### src/rtl/serializer_if.sv
// rtl/serializer_if.sv - word-in / bit-out handshake bundle for the serializer
interface serializer_if #(
    parameter int DATA_W = 16,
    parameter int MOD_W  = $clog2(DATA_W)
);
    logic [DATA_W-1:0] data_i;
    logic [MOD_W-1:0]  data_mod_i;
    logic              data_val_i;
    logic              ser_data_o;
    logic              ser_data_val_o;
    logic              busy_o;

    modport master (
        output data_i, data_mod_i, data_val_i,
        input  ser_data_o, ser_data_val_o, busy_o
    );

    modport slave (
        input  data_i, data_mod_i, data_val_i,
        output ser_data_o, ser_data_val_o, busy_o
    );
endinterface

### src/rtl/serializer.sv
// rtl/serializer.sv - parallel-to-serial converter, MSB first, per-bit valid strobe
// Optional one-entry pending buffer for gapless back-to-back words: SERIALIZER_SKID_EN
module serializer #(
    parameter int DATA_W = 16,
    parameter int MOD_W  = $clog2(DATA_W)
) (
    input  logic        clk_i,
    input  logic        arst_i,
    serializer_if.slave bus_if
);
    localparam int CNT_W = MOD_W + 1;

    typedef enum logic {IDLE, SHIFT} state_e;

    state_e            state_q;
    logic [DATA_W-1:0] shreg_q;
    logic [CNT_W-1:0]  cnt_q;
    logic              ser_data_q;
    logic              ser_val_q;
    logic              busy_q;

    logic              legal_w;
    logic [CNT_W-1:0]  len_w;
    logic              req_w;
    logic              last_w;
    logic              load_d;
    logic [DATA_W-1:0] load_data_d;
    logic [CNT_W-1:0]  load_len_d;

`ifdef SERIALIZER_SKID_EN
    logic [DATA_W-1:0] buf_data_q;
    logic [CNT_W-1:0]  buf_len_q;
    logic              buf_full_q;
`endif

    // Lengths 1 and 2 are dropped on acceptance; 0 encodes a full word.
    assign legal_w = (bus_if.data_mod_i == '0) || (bus_if.data_mod_i >= MOD_W'(3));
    assign len_w   = (bus_if.data_mod_i == '0) ? CNT_W'(DATA_W) : {1'b0, bus_if.data_mod_i};
    assign req_w   = bus_if.data_val_i && !busy_q && legal_w;
    assign last_w  = (cnt_q == CNT_W'(1));

    always_comb begin
        load_d      = 1'b0;
        load_data_d = bus_if.data_i;
        load_len_d  = len_w;
        if (state_q == IDLE) begin
            load_d = req_w;
        end else if (last_w) begin
`ifdef SERIALIZER_SKID_EN
            if (buf_full_q) begin
                load_d      = 1'b1;
                load_data_d = buf_data_q;
                load_len_d  = buf_len_q;
            end else begin
                load_d = req_w;
            end
`else
            load_d = 1'b0;
`endif
        end
    end

    always_ff @(posedge clk_i or posedge arst_i) begin
        if (arst_i) begin
            state_q    <= IDLE;
            shreg_q    <= '0;
            cnt_q      <= '0;
            ser_data_q <= 1'b0;
            ser_val_q  <= 1'b0;
            busy_q     <= 1'b0;
`ifdef SERIALIZER_SKID_EN
            buf_data_q <= '0;
            buf_len_q  <= '0;
            buf_full_q <= 1'b0;
`endif
        end else begin
            if (load_d) begin
                // First bit goes straight to the output register; the rest queue up in shreg.
                state_q    <= SHIFT;
                shreg_q    <= {load_data_d[DATA_W-2:0], 1'b0};
                cnt_q      <= load_len_d;
                ser_data_q <= load_data_d[DATA_W-1];
                ser_val_q  <= 1'b1;
            end else if (state_q == SHIFT && last_w) begin
                state_q    <= IDLE;
                shreg_q    <= '0;
                cnt_q      <= '0;
                ser_data_q <= 1'b0;
                ser_val_q  <= 1'b0;
            end else if (state_q == SHIFT) begin
                shreg_q    <= {shreg_q[DATA_W-2:0], 1'b0};
                cnt_q      <= cnt_q - CNT_W'(1);
                ser_data_q <= shreg_q[DATA_W-1];
                ser_val_q  <= 1'b1;
            end

`ifdef SERIALIZER_SKID_EN
            if (state_q == SHIFT && last_w) begin
                buf_full_q <= 1'b0;
            end else if (state_q == SHIFT && req_w) begin
                buf_data_q <= bus_if.data_i;
                buf_len_q  <= len_w;
                buf_full_q <= 1'b1;
            end
            busy_q <= (state_q == SHIFT) && !last_w && (buf_full_q || req_w);
`else
            busy_q <= load_d || ((state_q == SHIFT) && !last_w);
`endif
        end
    end

    assign bus_if.ser_data_o     = ser_data_q;
    assign bus_if.ser_data_val_o = ser_val_q;
    assign bus_if.busy_o         = busy_q;
endmodule

### src/flat_wrapper.sv
// flat-port wrapper written by rule: the top's interface ports become plain ports
module serializer_flat 
#(
    parameter int DATA_W = 16,
    parameter int MOD_W  = $clog2(DATA_W)
)
  (clk_i, arst_i, bus_if_data_i, bus_if_data_mod_i, bus_if_data_val_i, bus_if_ser_data_o, bus_if_ser_data_val_o, bus_if_busy_o);
  serializer_if #(.DATA_W(DATA_W), .MOD_W(MOD_W)) bus_if_i ();
  input  logic clk_i;
  input  logic arst_i;
  input wire logic [$bits(bus_if_i.data_i)-1:0] bus_if_data_i;
  input wire logic [$bits(bus_if_i.data_mod_i)-1:0] bus_if_data_mod_i;
  input wire logic [$bits(bus_if_i.data_val_i)-1:0] bus_if_data_val_i;
  output wire logic [$bits(bus_if_i.ser_data_o)-1:0] bus_if_ser_data_o;
  output wire logic [$bits(bus_if_i.ser_data_val_o)-1:0] bus_if_ser_data_val_o;
  output wire logic [$bits(bus_if_i.busy_o)-1:0] bus_if_busy_o;
  assign bus_if_i.data_i = bus_if_data_i;
  assign bus_if_i.data_mod_i = bus_if_data_mod_i;
  assign bus_if_i.data_val_i = bus_if_data_val_i;
  assign bus_if_ser_data_o = bus_if_i.ser_data_o;
  assign bus_if_ser_data_val_o = bus_if_i.ser_data_val_o;
  assign bus_if_busy_o = bus_if_i.busy_o;
  serializer #(.DATA_W(DATA_W), .MOD_W(MOD_W)) u_core (.clk_i(clk_i), .arst_i(arst_i), .bus_if(bus_if_i));
endmodule
### config.mk
export PLATFORM = sky130hd
export DESIGN_NAME = serializer_flat
export DESIGN_NICKNAME = d
export VERILOG_FILES = /design/src/rtl/serializer_if.sv /design/src/rtl/serializer.sv /design/src/flat_wrapper.sv
export SDC_FILE = /design/constraint.sdc
export NUM_CORES = 1
export LEC_CHECK = 0
export ABC_CLOCK_PERIOD_IN_PS = 2200
export CORE_MARGIN = 2
export CORE_UTILIZATION = 30
export DETAILED_ROUTE_END_ITERATION = 12
export PLACE_DENSITY = 0.59
export REMOVE_ABC_BUFFERS = 1
export SLEW_MARGIN = 20
export SYNTH_ARGS = -nofsm -noshare
export SYNTH_HDL_FRONTEND = slang
export SYNTH_SLANG_ARGS = --single-unit
### constraint.sdc
create_clock -name clk_i -period 2.2 [get_ports clk_i]
set_input_delay 0.44 -clock clk_i [delete_from_list [all_inputs] [get_ports clk_i]]
set_output_delay 0.44 -clock clk_i [all_outputs]
set_load 0.005 [all_outputs]
==> run metrics <==
die area=5880 um^2; Power Dens Cells=~1000 nW/um^2; sequential fraction of the synthesis area=between 30 and 40%; setup TNS=0 ps; vias=approximately 1,300; Routed WL per cell=15.1 um; r2r endpoint=u_core.bus_if.ser_data_o; Routed WL=3.94 mm; most common library cell in the layout ignoring fill and taps=nand3_1; post-CTS setup buffer count=0; Pint=1.23 mW; Seq pwr share=40.0%; worst r2r path cells=6; vias in the first global route=1,357; Logic pwr share=46.9%; Post-Syn Area=1580 um^2; min-delay worst type=in2async; DRT antenna net count=0; Max Slew Vio Count=0; share of cells above drive strength 1=21.6%; Longest Clk Path Bufs=2; Synth cell types=42; initial DRC count=83; clock power share=13.1%; cts repair resizes=0; Root Buffer=clkbuf_8; ys async rst share=between 90% and 100%; yosys warns=0; CP arrival=2010 ps; switching share of power=between 40% and 50%; initial antenna violation count=0; GRT Residual Overflow=0; ant diodes=0; first-pass GRT wire length=between 6 and 7 mm; Rel. slew slack=51.9%; Synth Instances=164; Critical R2R Launch=u_core.cnt_q[1]; filler cell count in the final layout=538; critical path launch point type=register; reg-to-reg slack, setup=330 ps; CTS tree=built; CTS Sinks=24; Layout area overhead=25.3%; max_cap viols=0; core footprint=5110 um^2; Row Count=26; Initial Util=a little under a third; TritonRoute pass-1 iters=4; cts-stage hold buffer count=0; RSZ-0062 raised after global routing=false; Max Fanout on Critical Path=14; Leak=about 0.77 nW; FF+latch count, synth=24; Top-Level Pins=26; CP Launch Point=u_core.cnt_q[1]; commonest non-fill, non-tap cells in the layout=nand3_1, clkdlybuf4s50_1, dfrtp_1; Post-synth EDFFs=0; Die Ht=76.7 um; crit path to=u_core.bus_if.ser_data_o; post-DP HPWL=2.73 mm; clock skew=5.71 ps; DR vias/cell=5.14; Tot GR Track Use=a little over an eighth; syn avg cell area=9.66 um^2; # H-tree levels=1; Setup Viol. Count Final=0; Worst Max-Slew Pin Slew=721 ps; Critical Path End Type=register; clock period minus worst slack=1870 ps; Post-synth top flop=dfrtp_1; port bufs=25; NetSw=0.846 mW; RD Place Congestion=0.819; Overall Power=2.07 mW; Clock Latency Late Sink=270 ps; crit share post-route=85.1%; nets=217; final hold vios=0; CP required=2340 ps; FMAX=~0.53 GHz; DRC=0; status=finished, final reports clean; Max IR drop VDD=0.281 mV; Worst-path clk slew=90 ps; largest net degree at the start of global routing=25; CTS buffer count=3; CP Class=reg2reg; Die Span X=76.7 um
[power by group through the flow]
stage / sequential [mW] / clock (mW) / combinational (mW)
floorplan: 0.835 / 0 / 0.618
global placement: 0.828 / 0 / 0.975
detailed placement: 0.834 / 0 / 0.986
CTS: 0.825 / 0.274 / 0.990
global route: 0.851 / 0.289 / 1.08
finish: 0.829 / 0.272 / 0.974
[cells by family after synthesis]
family | after synthesis | synth area share [%]
buffers and inverters | 18 | 6.08
and+or+nand+nor | 83 | 30.4
DFF | 24 | 37.9
AOI/OAI and AO/OA | 31 | 20.0
muxes | 3 | 1.90
adders and majority gates | 2 | 1.58
xor gates and xnor gates | 3 | 2.13
[worst max-delay path: stages (launching register included)]
cell	delay (ps)
dfrtp_1	410
inv_1	100
ha_1	190
or4b_1	580
buf_4	270
nand3_1	100
o2111ai_1	90
[registers in the layout, indices dropped and copies added (netlist names)]
signal / flops
u_core.shreg_q: 15
u_core.cnt_q: 5
u_core.bus_if.busy_o: 1
u_core.bus_if.ser_data_o: 1
u_core.bus_if.ser_data_val_o: 1
u_core.state_q: 1
[Yosys cell counts, drive strengths merged, types with 2 or more instances]
master | n | area, um^2
nor2b | 2 | 12.5
nor3 | 3 | 15.0
xnor2 | 2 | 17.5
o31ai | 2 | 15.0
a21oi | 2 | 13.8
mux2i | 3 | 30.0
inv | 4 | 15.0
nand2 | 17 | 63.8
clkbuf | 6 | 22.5
dfrtp | 24 | 601
buf | 8 | 58.8
a211oi | 2 | 15.0
nor2 | 3 | 13.8
nand3b | 2 | 15.0
o2111ai | 15 | 194
a21o | 2 | 15.0
ha | 2 | 25.0
nor3b | 2 | 20.0
nand3 | 46 | 280
[layer usage]
metal  vias up  global-route usage (%)  wire length (um)
met5         -                       0                 0
met4         0                    3.27                16
met3         2                    2.00                81
met2        15                    22.3              1850
met1       648                    18.8              1980
li1        672                       -                 -
[metrics by stage]
step                cells  instance area (um^2)  util, %  worst slack, ps  hold slack, ps
floorplan             150                  1500        -              275             455
global placement      257                  1940     38.0              238             506
detailed placement    257                  1940     38.0              209             508
CTS                   260                  1980     38.9              328             529
global route          260                  1980     38.9              240             555
finish                260                  1980     38.9              329             513
[how the worst min path moves through the flow]
stage,endpoint,slack (ps),cells past startpoint
after floorplan,u_core.bus_if.busy_o,450,1
after CTS,u_core.shreg_q[3],530,3
final,u_core.shreg_q[4],510,3
after global routing,u_core.shreg_q[4],560,3
after detailed placement,u_core.shreg_q[2],510,2
after global placement,u_core.shreg_q[2],510,2
[final cells by class]
class | instances | area [um^2] | share of cell area (%)
Multi-Input combinational cell | 122 | 887 | 44.7
Sequential cell | 24 | 601 | 30.3
Timing Repair Buffer | 37 | 353 | 17.8
Tap cell | 70 | 87.6 | 4.41
Clock buffer | 3 | 41.3 | 2.08
Inverter | 4 | 15.0 | 0.757
Note: power is estimated with default switching activity, not from simulation.
==> RTL edit 1: new RTL, same flow settings <==
The option `SERIALIZER_SKID_EN` is turned on by a define.
--- a/src/rtl/serializer.sv
+++ b/src/rtl/serializer.sv
@@ -1,5 +1,7 @@
 // rtl/serializer.sv - parallel-to-serial converter, MSB first, per-bit valid strobe
 // Optional one-entry pending buffer for gapless back-to-back words: SERIALIZER_SKID_EN
+`define SERIALIZER_SKID_EN
+
 module serializer #(
     parameter int DATA_W = 16,
     parameter int MOD_W  = $clog2(DATA_W)
Function: changed (Yosys sat finds a counterexample within 4 cycles, from zero or initial values and one cycle with arst_i high).
==> RTL edit 1 against the unedited design <==
- non-clock buffer count up 13
- setup slack lost 0.30 ns
- wire length increased by 20%
- area after synthesis rose by 35%
- die area rose by 33%
- design area rose by 40%
- power is 77% higher
- clock power rose by 140%
- sequential cell count grew 22
==> RTL edit 1: results (changes against the unedited design) <==
* Register area share after synthesis at 54.02% (was 37.91%)
* Fraction of layout instances using a drive strength above 1 at 29.86% (was 21.58%)
* Beginning of the worst register-to-register path: u_core.cnt_q[0] (was u_core.cnt_q[1])
* Compound-cell area share of the yosys netlist at 20.55% (was 19.98%)
* Setup crit end: u_core.shreg_q[15] (was u_core.bus_if.ser_data_o)
* Post-DP HPWL at 3169 um (was 2728 um)
* Fin crit share at 98.66% (was 85.05%)
* Outcome: completed (unchanged)
* Met2 Usage GRT at 20.16% (was 22.28%)
* R2r worst-path depth at 7 (was 6)
* Htree depth at 2 (was 1)
* WL final at 4720 um (was 3936 um)
* Critical Path AT at 2.41 ns (was 2.01 ns)
* Placed Cells at 295 (was 257)
* GR Layer Usage met1 at 17.24% (was 18.79%)
* Iter 0 DRT Violations at 84 (was 83)
* Crit path from: u_core.cnt_q[0] (was u_core.cnt_q[1])
* First-pass GRT wire length at 7679 um (was 6548 um)
* Mux contribution to synthesized area at 12.10% (was 1.896%)
* Vias in the first global route at 1,539 (was 1,357)
* Mapped Cells at 165 (was 164)
* Slowest-stage cell, CP: dfrtp_1 (was or4b_1)
* Vias at 1,566 (was 1,337)
* Hold slack final at 0.4282 ns (was 0.5127 ns)
* Area share of fa/ha/maj cells after synthesis at 1.174% (was 1.580%)
* Worst-path fanout max at 11 (was 14)
* Synth cell count leaders: 46 x dfrtp_1, 22 x mux2_2, 18 x a221o_1 (was 36 x nand3_1, 24 x dfrtp_1, 17 x nand2_1)
* Top Registers: u_core.buf_data_q: 16 flops, u_core.shreg_q: 15 flops (was u_core.shreg_q: 15 flops, u_core.cnt_q: 5 flops)
* CTS buffer count at 5 (was 3)
* Dpl ws at -0.002294 ns (was 0.2089 ns)
* Met2 wire length at 2184 um (was 1853 um)
* Routability cong. at 0.8556 (was 0.8189)
* Worst VDD drop at 0.0004753 V (was 0.0002808 V)
* Register-to-Register Setup Slack at 0.03 ns (was 0.33 ns)
* Clock Latency Late Sink at 0.30 ns (was 0.27 ns)
* DR vias/cell at 5.101 (was 5.142)
* Worst Skew at 0.01022 ns (was 0.005707 ns)
* DRT Pass-1 Iters at 4 (unchanged)
* Largest net degree at the start of global routing at 32 (was 25)
* Post-synthesis xor/xnor area fraction at 0.4110% (was 2.133%)
* Met1 wire length at 2270 um (was 1984 um)
* Nets at 235 (was 217)
-- RTL edit 1: cell count changes after synthesis, moves of 3 or more --
cell,before,now
mux2_2,0,22
nand2_1,17,4
o2111ai_2,10,0
dfrtp_1,24,46
nand3_1,36,1
a221o_1,0,18
nand3_2,10,0
a22o_1,0,16
o2111ai_1,5,0
o21ai_0,0,3
-- RTL edit 1: layout make-up --
class	count	area (um2)
Fill cell	692	4049
Tap cell	96	120.1
Inverter	3	11.26
Clock buffer	5	68.82
Timing Repair Buffer	50	464.2
Clock inverter	3	47.55
Multi-Input combinational cell	104	919.6
Sequential cell	46	1151
-- RTL edit 1: repair_timing --
item	CTS	global route
setup buffers	0	2
endpoints found under the setup margin	0	42
resized for setup	0	9
hold endpoints to repair	0	0
-- RTL edit 1: power by group --
part           switching (uW)  leakage, uW  internal [uW]
clock network             307    0.0000591            347
registers                 241     0.000562           1230
logic                     638     0.000595            903
total                    1190      0.00122           2480
==> RTL edit 2: new RTL, config.mk and constraints unchanged <==
Without the edit above. Reset style: synchronous (`arst_i`), changed in one clocked block.
--- a/src/rtl/serializer.sv
+++ b/src/rtl/serializer.sv
@@ -60,7 +60,7 @@
         end
     end
 
-    always_ff @(posedge clk_i or posedge arst_i) begin
+    always_ff @(posedge clk_i) begin
         if (arst_i) begin
             state_q    <= IDLE;
             shreg_q    <= '0;
Behaviour: differs if arst_i is asserted again (counterexample within 4 cycles, from zero or initial values and one cycle with arst_i high); with arst_i held inactive, the same outputs for 10 cycles.
==> RTL edit 2 against the unedited design <==
- maximum frequency up 0.35%
- setup slack better by 0.0066 ns
- area after synthesis fell by 19%
- design area shrank 17%
- sequential cell count unchanged
- first-iteration DRC count down 34%
- wire length decreased by 22%
Power is not compared: it rests on default switching activity, and its combinational part moved more than twofold at a synthesized area within 25%.
==> RTL edit 2: results (changes against the unedited design) <==
* Outcome: completed (unchanged)
* Area share of fa/ha/maj cells after synthesis at 1.957% (was 1.580%)
* Multi-input combinational area share at 43.88% (was 44.70%)
* Signal buf overhead at 18.40% (was 17.78%)
* Fraction of layout instances using a drive strength above 1 at 15.00% (was 21.58%)
* CP peak stage delay at 0.59 ns
* Mux contribution to synthesized area at 3.131% (was 1.896%)
* CTS buffer count at 3 (unchanged)
* Topmost layer with routed signal wires: met3 (was met4)
* Chip width at 69.29 um (was 76.67 um)
* Compound-cell area share of the yosys netlist at 34.15% (was 19.98%)
* Post-placement cell area at 0.001590 mm2 (was 0.001943 mm2)
* Ant. Diodes at 0 (unchanged)
* Placed Cells at 206 (was 257)
* Met2 Usage GRT at 21.37% (was 22.28%)
* Total number of multi-input combinational cells at 94 (was 122)
* Clock slew at reported path FFs at 0.09 ns (about the same)
* Fraction of area in registers at 29.20% (was 30.26%)
* Register area share after synthesis at 37.57% (was 37.91%)
* LEAKAGE at 0.0005839 uW
* Synth cell count leaders: 24 x dfxtp_1, 16 x nor2_1, 13 x o2bb2ai_1 (was 36 x nand3_1, 24 x dfrtp_1, 17 x nand2_1)
* Synth cell types at 42 (unchanged)
* Cells taking the most area after synthesis: dfxtp_1 38%, o221a_1 9.7%, o2bb2ai_1 8.9% (was dfrtp_1 38%, nand3_1 11%, o2111ai_2 9.5%)
* Iter 0 DRT Violations at 55 (was 83)
* Nets at 186 (was 217)
* Wire length on met3 at 101 um (was 81 um)
* First-pass GRT wire length at 5147 um (was 6548 um)
* Routability cong. at 0.7978 (was 0.8189)
* Vias at 1,093 (was 1,337)
* Critical Path AT at 2.03 ns (was 2.01 ns)
* Inverters at 6 (was 4)
* Hold/Removal Path Class: reg2reg (was in2async)
* Fillcell total at 399 (was 538)
* GR Layer Usage met1 at 17.83% (was 18.79%)
* Mapped Avg Cell Area at 9.614 um2 (was 9.659 um2)
* WL final at 3072 um (was 3936 um)
* Post-synth top flop: dfxtp_1 (was dfrtp_1)
* CTS-repair resized insts at 0 (unchanged)
* Clk cell area share at 3.346% (was 2.081%)
* WL/cell at 14.63 um (was 15.14 um)
* Worst Skew at 0.002341 ns (was 0.005707 ns)
* Dpl ws at 0.05053 ns (was 0.2089 ns)
* Worst-path fanout max at 13 (was 14)
* Post-DP HPWL at 2249 um (was 2728 um)
* Met3 Resource Use GR at 2.035% (was 2.000%)
* Met1 wire length at 1500 um (was 1984 um)
* Hold path depth at 2
* Synthesized flop and latch total at 24 (unchanged)
* Post-synthesis xor/xnor area fraction at 1.957% (was 2.133%)
* Non-clk bufs at 32 (was 37)
* Largest net degree at the start of global routing at 17 (was 25)
* Async SR Flop Fraction at 0% (was 100.0%)
* GRT Total Usage at 13.01% (was 13.57%)
* Slew headroom at 71.29% (was 51.87%)
* Met2 wire length at 1470 um (was 1853 um)
* Delay-heaviest family, CP: buffers and inverters (was simple AND/OR/NAND/NOR gates)
* # clk buffers at 4 (was 3)
* Pwr Density at 710.6 mW/mm2
* Slowest-stage cell, CP: clkdlybuf4s50_1 (was or4b_1)
-- RTL edit 2: cell families (layout without fill, tap and decap cells) --
logic type	count (synthesis)	in the layout
adder cells (fa/ha/maj)	2	2
buffers and inverters	15	42
AO/OA/AOI/OAI	51	51
multiplexers	4	4
flip-flops	24	24
XOR/XNOR	2	2
AND/OR/NAND/NOR	35	35
-- RTL edit 2: where the power goes --
part | internal [uW] | total (uW) | switching (uW)
sequential | 491 | 543 | 52.0
clock | 160 | 304 | 144
combinational | 167 | 323 | 156
total | 817 | 1170 | 352
-- RTL edit 2: final timing paths --
path	start	slack (ns)	to
hold / removal	u_core.shreg_q[15]	0.49	u_core.bus_if.ser_data_o
hold reg to reg	u_core.shreg_q[15]	0.49	u_core.bus_if.ser_data_o
setup reg to reg	u_core.cnt_q[0]	0.56	u_core.shreg_q[3]
setup / recovery	bus_if_data_mod_i[0]	0.34	u_core.shreg_q[3]
